--- src/rtl/reset_seq.sv ---
// reset_seq: multi-channel reset sequencer with synchronised release, staggered channel deassertion
// and per-channel soft resets. Define RESET_SEQ_CAUSE_EN to add the 'cause' output.
module reset_seq #(
  parameter int CHANNELS    = 3,
  parameter int LENGTH      = 5,
  parameter int GAP         = 2,
  parameter int SYNC_STAGES = 2
) (
  input  logic                ck,
  input  logic                rst_n,
  input  logic                rst_req,
  input  logic [CHANNELS-1:0] chan_req,
  output logic [CHANNELS-1:0] rst,
  output logic                done
`ifdef RESET_SEQ_CAUSE_EN
  ,
  output logic [1:0]          cause
`endif
);

  localparam int MAX_CNT = (LENGTH > GAP) ? LENGTH : GAP;
  localparam int CW      = $clog2(MAX_CNT + 1);
  localparam int SW      = (CHANNELS > 1) ? $clog2(CHANNELS) : 1;

  // Counters fire on the last count so a release lands exactly LENGTH/GAP edges later.
  localparam logic [CW-1:0] LEN_LAST   = CW'(LENGTH - 1);
  localparam logic [CW-1:0] GAP_LAST   = CW'(GAP - 1);
  localparam logic [SW-1:0] STAGE_LAST = SW'(CHANNELS - 1);

  typedef enum logic [1:0] {
    HOLD    = 2'd0,
    RELEASE = 2'd1,
    RUN     = 2'd2
  } state_t;

  state_t                       state_q, state_nxt;
  logic [CW-1:0]                cnt_q, cnt_nxt;
  logic [SW-1:0]                stage_q, stage_nxt;
  logic [CHANNELS-1:0]          rst_q, rst_nxt;
  logic                         done_q, done_nxt;
  logic [CHANNELS-1:0][CW-1:0]  ch_cnt_q, ch_cnt_nxt;
  logic [SYNC_STAGES-1:0]       sync_q;
  logic                         rst_sync;

  // rst_n deassertion synchroniser; assertion is immediate through the async clear
  always_ff @(posedge ck or negedge rst_n) begin
    if (!rst_n) begin
      sync_q <= '0;
    end else begin
      sync_q <= {sync_q[SYNC_STAGES-2:0], 1'b1};
    end
  end

  assign rst_sync = sync_q[SYNC_STAGES-1];

  always_ff @(posedge ck or negedge rst_n) begin
    if (!rst_n) begin
      state_q  <= HOLD;
      cnt_q    <= '0;
      stage_q  <= '0;
      rst_q    <= '1;
      done_q   <= 1'b0;
      ch_cnt_q <= '0;
    end else begin
      state_q  <= state_nxt;
      cnt_q    <= cnt_nxt;
      stage_q  <= stage_nxt;
      rst_q    <= rst_nxt;
      done_q   <= done_nxt;
      ch_cnt_q <= ch_cnt_nxt;
    end
  end

  always_comb begin
    state_nxt  = state_q;
    cnt_nxt    = cnt_q;
    stage_nxt  = stage_q;
    rst_nxt    = rst_q;
    done_nxt   = done_q;
    ch_cnt_nxt = ch_cnt_q;

    if (rst_req) begin
      state_nxt  = HOLD;
      cnt_nxt    = '0;
      stage_nxt  = '0;
      rst_nxt    = '1;
      done_nxt   = 1'b0;
      ch_cnt_nxt = '0;
    end else begin
      unique case (state_q)
        HOLD: begin
          if (rst_sync) begin
            if (cnt_q == LEN_LAST) begin
              rst_nxt[0] = 1'b0;
              cnt_nxt    = '0;
              stage_nxt  = SW'(1);
              if (CHANNELS == 1) begin
                state_nxt = RUN;
                done_nxt  = 1'b1;
              end else begin
                state_nxt = RELEASE;
              end
            end else begin
              cnt_nxt = cnt_q + CW'(1);
            end
          end
        end

        RELEASE: begin
          if (cnt_q == GAP_LAST) begin
            rst_nxt[stage_q] = 1'b0;
            cnt_nxt          = '0;
            if (stage_q == STAGE_LAST) begin
              state_nxt = RUN;
              done_nxt  = 1'b1;
            end else begin
              stage_nxt = stage_q + SW'(1);
            end
          end else begin
            cnt_nxt = cnt_q + CW'(1);
          end
        end

        RUN: begin
          // Each channel runs its own pulse; a new request restarts the count.
          for (int i = 0; i < CHANNELS; i++) begin
            if (chan_req[i]) begin
              rst_nxt[i]    = 1'b1;
              ch_cnt_nxt[i] = '0;
            end else if (rst_q[i]) begin
              if (ch_cnt_q[i] == LEN_LAST) begin
                rst_nxt[i]    = 1'b0;
                ch_cnt_nxt[i] = '0;
              end else begin
                ch_cnt_nxt[i] = ch_cnt_q[i] + CW'(1);
              end
            end
          end
        end

        default: begin
          state_nxt = HOLD;
        end
      endcase
    end
  end

  assign rst  = rst_q;
  assign done = done_q;

`ifdef RESET_SEQ_CAUSE_EN
  logic [1:0] cause_q;
  logic       chan_acc;

  assign chan_acc = (state_q == RUN) && !rst_req && (|chan_req);

  // 1 = board reset, 2 = soft full request, 3 = channel request
  always_ff @(posedge ck or negedge rst_n) begin
    if (!rst_n) begin
      cause_q <= 2'd1;
    end else if (rst_req) begin
      cause_q <= 2'd2;
    end else if (chan_acc) begin
      cause_q <= 2'd3;
    end
  end

  assign cause = cause_q;
`endif

endmodule

--- config.mk ---
export PLATFORM = sky130hd
export DESIGN_NAME = reset_seq
export DESIGN_NICKNAME = d
export VERILOG_FILES = /design/src/rtl/reset_seq.sv
export SDC_FILE = /design/constraint.sdc
export NUM_CORES = 1
export LEC_CHECK = 0
export BUFFER_PORTS_ARGS = -buffer_cell sky130_fd_sc_hd__clkbuf_2
export CORE_MARGIN = 1.5
export CORE_UTILIZATION = 49
export CTS_CLUSTER_DIAMETER = 30
export CTS_CLUSTER_SIZE = 40
export DETAILED_ROUTE_END_ITERATION = 10
export PLACE_DENSITY_LB_ADDON = 0.3
export SLEW_MARGIN = 40
export SYNTH_ARGS = -nofsm -noshare
export SYNTH_HDL_FRONTEND = slang
export SYNTH_SLANG_ARGS = --single-unit
--- constraint.sdc ---
create_clock -name ck -period 1.6 [get_ports ck]
set_input_delay 0.24 -clock ck [delete_from_list [all_inputs] [get_ports ck]]
set_output_delay 0.24 -clock ck [all_outputs]
set_load 0.01 [all_outputs]
==> flow_summary.ini, run 1 <==
[timing]
rsz0062_at_grt = true
layout_setup_ws_ns = -0.00903
finalSetupViolations = 2
fin_worst_skew_ns = 0.00478
hold_ws_ns = 0.179
tns_ns = -0.00953
tightest_slew_ns = 0.572
hold_viol = 0
finalMaxSlewViolations = 0
max_freq_ghz = 0.621
fin_crit_sh = 1.01
slew_headroom = 0.619
min_period_ns = 1.61

[cells_and_area]
final_area_sq_um = 1870
synthToLayoutAreaGrowth_pct = 28.4
diodes = 0
ff_latch_area_sq_um = 554
fin_cells = 221
fillCellCount = 221
postLayoutCoreUtil = 0.673
drive_gt1_frac = 0.311
nets = 214
multi_input_area_sq_um = 932

[synthesis]
synth.distinct_cells = 42
ys.warnings.count = 0
synth_mux_area_frac = 0.0240
synth_common_cells = dfrtp_1 (19), ha_1 (17), nor2_1 (16)
yosys-top-cells-area = dfrtp_1 (33%), ha_1 (15%), dfstp_2 (5.4%), a21oi_1 (4.5%), nor2_1 (4.1%)
netlist_instances = 157
synth_top_area_cell = dfrtp_1
synth_area_per_cell_sq_um = 9.29
synth_top_family_by_area = compound AO/OA/AOI/OAI gates
synth-edff-count = 0
synthAdderAreaFrac = 0.146
ys.flop_type = dfrtp_1
syn_area_sq_um = 1460
synth_nets = 180
synth-compound-area-share = 0.242
synth-simple-area-share = 0.149
synth_xor_area_frac = 0
synth-seq-area-share = 0.380
synth_top_area_share = 0.326
post-synth-top-count-cell = dfrtp_1
synth-seq-cells = 22
synthArstFlopShare = 1.00

[floorplan]
core_sq_um = 2780
row_count = 19
dieArea_sq_um = 3310
die_y_um = 57.6
initial_core_util = 0.525
pin_count = 10
die_x_um = 57.6

[critical_path]
path_cells = buf_4 -> ha_4 -> buf_6 -> a211oi_4 -> o22ai_4 -> mux2_4
worstPathRequired_ns = 1.81
worstSetupPathType = register to register
slowest_stage = dfrtp_1
crit_fanout = 7
cp-end-kind = register
cp-start-kind = register
worst_path_largest_cell_delay_ns = 0.41
cp.arrival_ns = 1.82

[power_and_ir_drop]
internal_power_mw = 1.78
power.leakage_nw = 0.838
clockPowerShare = 0.148
power_density_nw_per_um2 = 1550
ir_drop_mv = 1.12
power.total_mw = 2.91
switching_share = 0.389
p_switching_mw = 1.13
p_comb_frac = 0.572
seq_power_share = 0.280

[global_routing]
met1_usage = 0.264
grt_overflow = 0
met3_usage = 0.0295
grt_max_degree = 23
grt_pass1_vias = 1280
grt_first_pass_wirelength_mm = 5.69
antenna_found_initial = 0
track_usage = 0.221
top_usage_layer = met2
met2_usage = 0.394

[placement]
dp_hpwl_mm = 2.36
place_area_sq_um = 1640
gp_congestion = 0.913
dpl_worst_slack_ns = -0.0437
io_buffer_count = 9
placed_cells = 208

[min_path]
min_path_type = input port to register

[clock_tree]
cts_tree = done
clkLatencyLatePin_ns = 0.31
root_buffer = clkbuf_4
cts.sinks = 22
cts_buffers = 3
clockBufferDepth = 2
clk_pin_slew_ns = 0.13
htree_levels = 1

[route]
drt-total-wl_mm = 3.48
wire_per_inst_um = 15.8
dr.first_iter.drc_count = 71
drc_errors = 0
via_count = 1252
detail-route-antenna-nets = 0
vias_per_cell = 5.67
firstDrtPassIters = 4

[job]
drv_cap = 0

[status]
violations = negative setup slack
outcome = complete, but fails checks
==> power groups by stage <==
stage | Clock, mW | Sequential (mW) | Combinational (mW)
CTS | 0.447 | 0.806 | 1.46
detailed placement | 0 | 0.823 | 1.24
floorplan | 0 | 0.811 | 0.820
global placement | 0 | 0.811 | 1.20
finish | 0.430 | 0.814 | 1.67
global route | 0.467 | 0.828 | 1.81
==> cell usage in the layout, fill, tap and decap left out, types with 2 or more instances in the layout <==
cell / Yosys / final
buf_4: 1 / 21
dfrtp_1: 19 / 19
nor2_1: 16 / 15
inv_1: 15 / 13
a21oi_1: 13 / 13
ha_1: 17 / 12
nand2_1: 10 / 10
o21ai_0: 11 / 10
clkbuf_2: 0 / 9
nand2b_1: 4 / 4
ha_4: 0 / 4
inv_2: 1 / 3
o21a_1: 3 / 3
nor3_1: 3 / 3
a32o_1: 3 / 3
clkbuf_4: 0 / 3
dfstp_2: 3 / 3
nor2b_1: 3 / 2
and3_1: 2 / 2
o22ai_1: 2 / 2
a22oi_1: 2 / 2
mux2i_1: 2 / 2
o311ai_2: 0 / 2
buf_6: 0 / 2
==> cells by family (layout without fill, tap and decap cells) <==
logic type	count (synthesis)	in the layout
DFF	22	22
adders and majority gates	17	17
and+or+nand+nor	44	44
buffers and inverters	20	53
other	1	1
AOI/OAI and AO/OA	50	50
muxes	3	3
==> routing by layer <==
metal	vias up	share of wire
li1	612	-
met1	611	0.43
met2	23	0.54
met3	6	0.024
met4	0	0.014
met5	-	0
==> critical path: cells and delay by family, from the launching register on <==
kind,cells,cell delay [ns]
flops,1,0.41
compound gates,2,0.34
mux,1,0.31
buf+inv,2,0.29
fa+ha+maj,1,0.15
==> sequential cells by signal, summed over array words and instances (netlist names) <==
name / flops
ch_cnt_q: 9
cnt_q: 3
rst: 3
stage_q: 2
state_q: 2
sync_q: 2
done: 1
==> repair_timing <==
action,CTS,global route
buffers inserted,7,1
setup endpoints to repair,4,16
hold endpoints to repair,19,0
pin swaps,4,3
hold buffers,1,0
resized for setup,10,14
==> area by class of cell <==
| cell class | instances | share of cell area |
|---|---|---|
| inverters | 16 | 0.0321 |
| well taps | 31 | 0.0207 |
| clock buffers | 3 | 0.0120 |
| multi-input cells | 115 | 0.498 |
| flip-flops and latches | 22 | 0.296 |
| repair buffers | 33 | 0.126 |
| clock inverters | 1 | 0.0160 |
==> worst paths after layout <==
check,start,to,slack [ns],cells past startpoint
worst max-delay path,state_q[0],stage_q[0],-0.009,6
worst min-delay path,chan_req[1],rst[1],0.18,3
worst max register to register,state_q[0],stage_q[0],-0.009,6
worst min register to register,sync_q[0],sync_q[1],0.37,0
max in group asynchronous,rst_n,stage_q[1],0.79,2
min in group asynchronous,rst_n,ch_cnt_q[8],0.43,2
No activity file was read; power rests on OpenSTA's default activity.
==> run 2: changes to the inputs <==
--- a/config.mk
+++ b/config.mk
@@ -5,7 +5,7 @@
 export SDC_FILE = /design/constraint.sdc
 export NUM_CORES = 1
 export LEC_CHECK = 0
-export BUFFER_PORTS_ARGS = -buffer_cell sky130_fd_sc_hd__clkbuf_2
+export BUFFER_PORTS_ARGS = -buffer_cell sky130_fd_sc_hd__buf_4
 export CORE_MARGIN = 1.5
 export CORE_UTILIZATION = 49
 export CTS_CLUSTER_DIAMETER = 30
==> constraint.sdc (replaced) <==
create_clock -name ck -period 1.89 [get_ports ck]
set_input_delay 0.2835 -clock ck [delete_from_list [all_inputs] [get_ports ck]]
set_output_delay 0.2835 -clock ck [all_outputs]
set_load 0.01 [all_outputs]
==> flow_summary.ini, run 2 (same netlist as run 1, synthesis figures left out) <==
[status]
outcome = finished, final reports clean

[cells_and_area]
regMostFlops = ch_cnt_q
final_area_sq_um = 1620
nets = 193
fillCellCount = 238
synthToLayoutAreaGrowth_pct = 11.2
layout_common_cells = dfrtp_1 (19), ha_1 (17), nor2_1 (16)
postLayoutCoreUtil = 0.583
final_common_cell = dfrtp_1
diodes = 0
drive_gt1_frac = 0.160
largest_reg_flops = 9

[clock_tree]
clk_pin_slew_ns = 0.12
cts_tree = done
cts.sinks = 22
htree_levels = 1
cts_buffers = 3
clockBufferDepth = 2
root_buffer = clkbuf_4
clkLatencyLatePin_ns = 0.31

[timing]
max_freq_ghz = 0.570
layout_setup_ws_ns = 0.134
finalMaxSlewViolations = 0
tns_ns = 0
finalSetupViolations = 0
min_period_ns = 1.76
fin_crit_sh = 0.929
hold_viol = 0
fin_worst_skew_ns = 0.00834
hold_ws_ns = 0.275
rsz0062_at_grt = false

[critical_path]
worstPathRequired_ns = 2.10
slowest_stage = dfrtp_1
worstSetupPathType = register to register
cp-end-kind = register
worst_path_largest_cell_delay_ns = 0.43
cp.arrival_ns = 1.97
crit_fanout = 7
path_cells = inv_1 -> ha_1 -> inv_2 -> a31o_4 -> o22ai_2 -> mux2_4
cp-start-kind = register

[route]
top_layer = met4
drc_errors = 0
via_count = 1149
vias_per_cell = 5.75
dr.first_iter.drc_count = 39
route.met3.wl_um = 72
m1WireLength_mm = 1.23
detail-route-antenna-nets = 0
firstDrtPassIters = 4
drt-total-wl_mm = 2.66
wire_per_inst_um = 13.3
met2_length_mm = 1.34

[floorplan]
pin_count = 10
die_y_um = 57.6
core_sq_um = 2780
die_x_um = 57.6
initial_core_util = 0.525
dieArea_sq_um = 3310
row_count = 19

[global_routing]
grt_max_degree = 23
grt_first_pass_wirelength_mm = 4.82
grt_pass1_vias = 1099
grt_overflow = 0
antenna_found_initial = 0
track_usage = 0.187

[power_and_ir_drop]
power.leakage_nw = 0.727
ir_drop_mv = 0.686
power_density_nw_per_um2 = 1210

[placement]
place_area_sq_um = 1560
io_buffer_count = 9
dpl_worst_slack_ns = 0.135
dp_hpwl_mm = 2.05
gp_congestion = 0.784

[min_path]
min_path_type = input port to register

[job]
drv_cap = 0
-- run 2: cell count changes in the layout (fill, tap and decap cells not counted), moves of 3 or more --
cell / change
buf_4: -10
clkbuf_2: -9
ha_1: +5
ha_4: -4
o311ai_0: +3
-- run 2: path summary, 6_finish.rpt --
| path | startpoint | to | slack (ns) | cells past startpoint |
|---|---|---|---|---|
| setup reg to reg | state_q[1] | stage_q[0] | 0.13 | 6 |
| hold reg to reg | sync_q[0] | sync_q[1] | 0.37 | 0 |
| hold / removal | chan_req[1] | ch_cnt_q[5] | 0.28 | 4 |
| max in group asynchronous | rst_n | rst[0] | 1.23 | 2 |
| setup / recovery | state_q[1] | stage_q[0] | 0.13 | 6 |
| min in group asynchronous | rst_n | stage_q[0] | 0.38 | 2 |
-- run 2: timing repair --
action                                  in CTS  in global routing
buffers inserted                             0                  0
hold buffers                                 1                  0
resized for setup                            0                  1
endpoints found under the hold margin       19                  0
endpoints found under the setup margin       0                  1
-- run 2: layout make-up --
type                    instances  area [sq um]  area share
repair buffers                 12          92.6      0.0571
clock inverters                 1          30.0      0.0185
flip-flops and latches         22           554       0.342
inverters                      16          60.1      0.0370
multi-input cells             115           825       0.508
clock buffers                   3          22.5      0.0139
well taps                      31          38.8      0.0239
-- run 2: where the power goes --
part	switching (mW)	internal, mW	leakage [nW]
logic	0.500	0.417	0.414
clock network	0.144	0.215	0.0279
registers	0.104	0.584	0.286
-- run 2: per-stage QoR --
stage	std cells	total power [mW]
after global placement	195	1.57
after detailed placement	195	1.60
after floorplan	157	1.38
after global routing	200	2.13
after CTS	200	1.98
final	200	1.96
-- run 2: critical path: cells and delay by family, from the launching register on --
family,cells,cell delay (ns)
DFF,1,0.43
adders and majority gates,1,0.21
buffers and inverters,2,0.21
AOI/OAI and AO/OA,2,0.48
muxes,1,0.32
-- run 2: metal layers --
metal  vias to the layer above  track usage
met5                         -            0
met1                       549        0.239
met3                         4       0.0204
met4                         0       0.0831
met2                        17        0.317
li1                        579            -
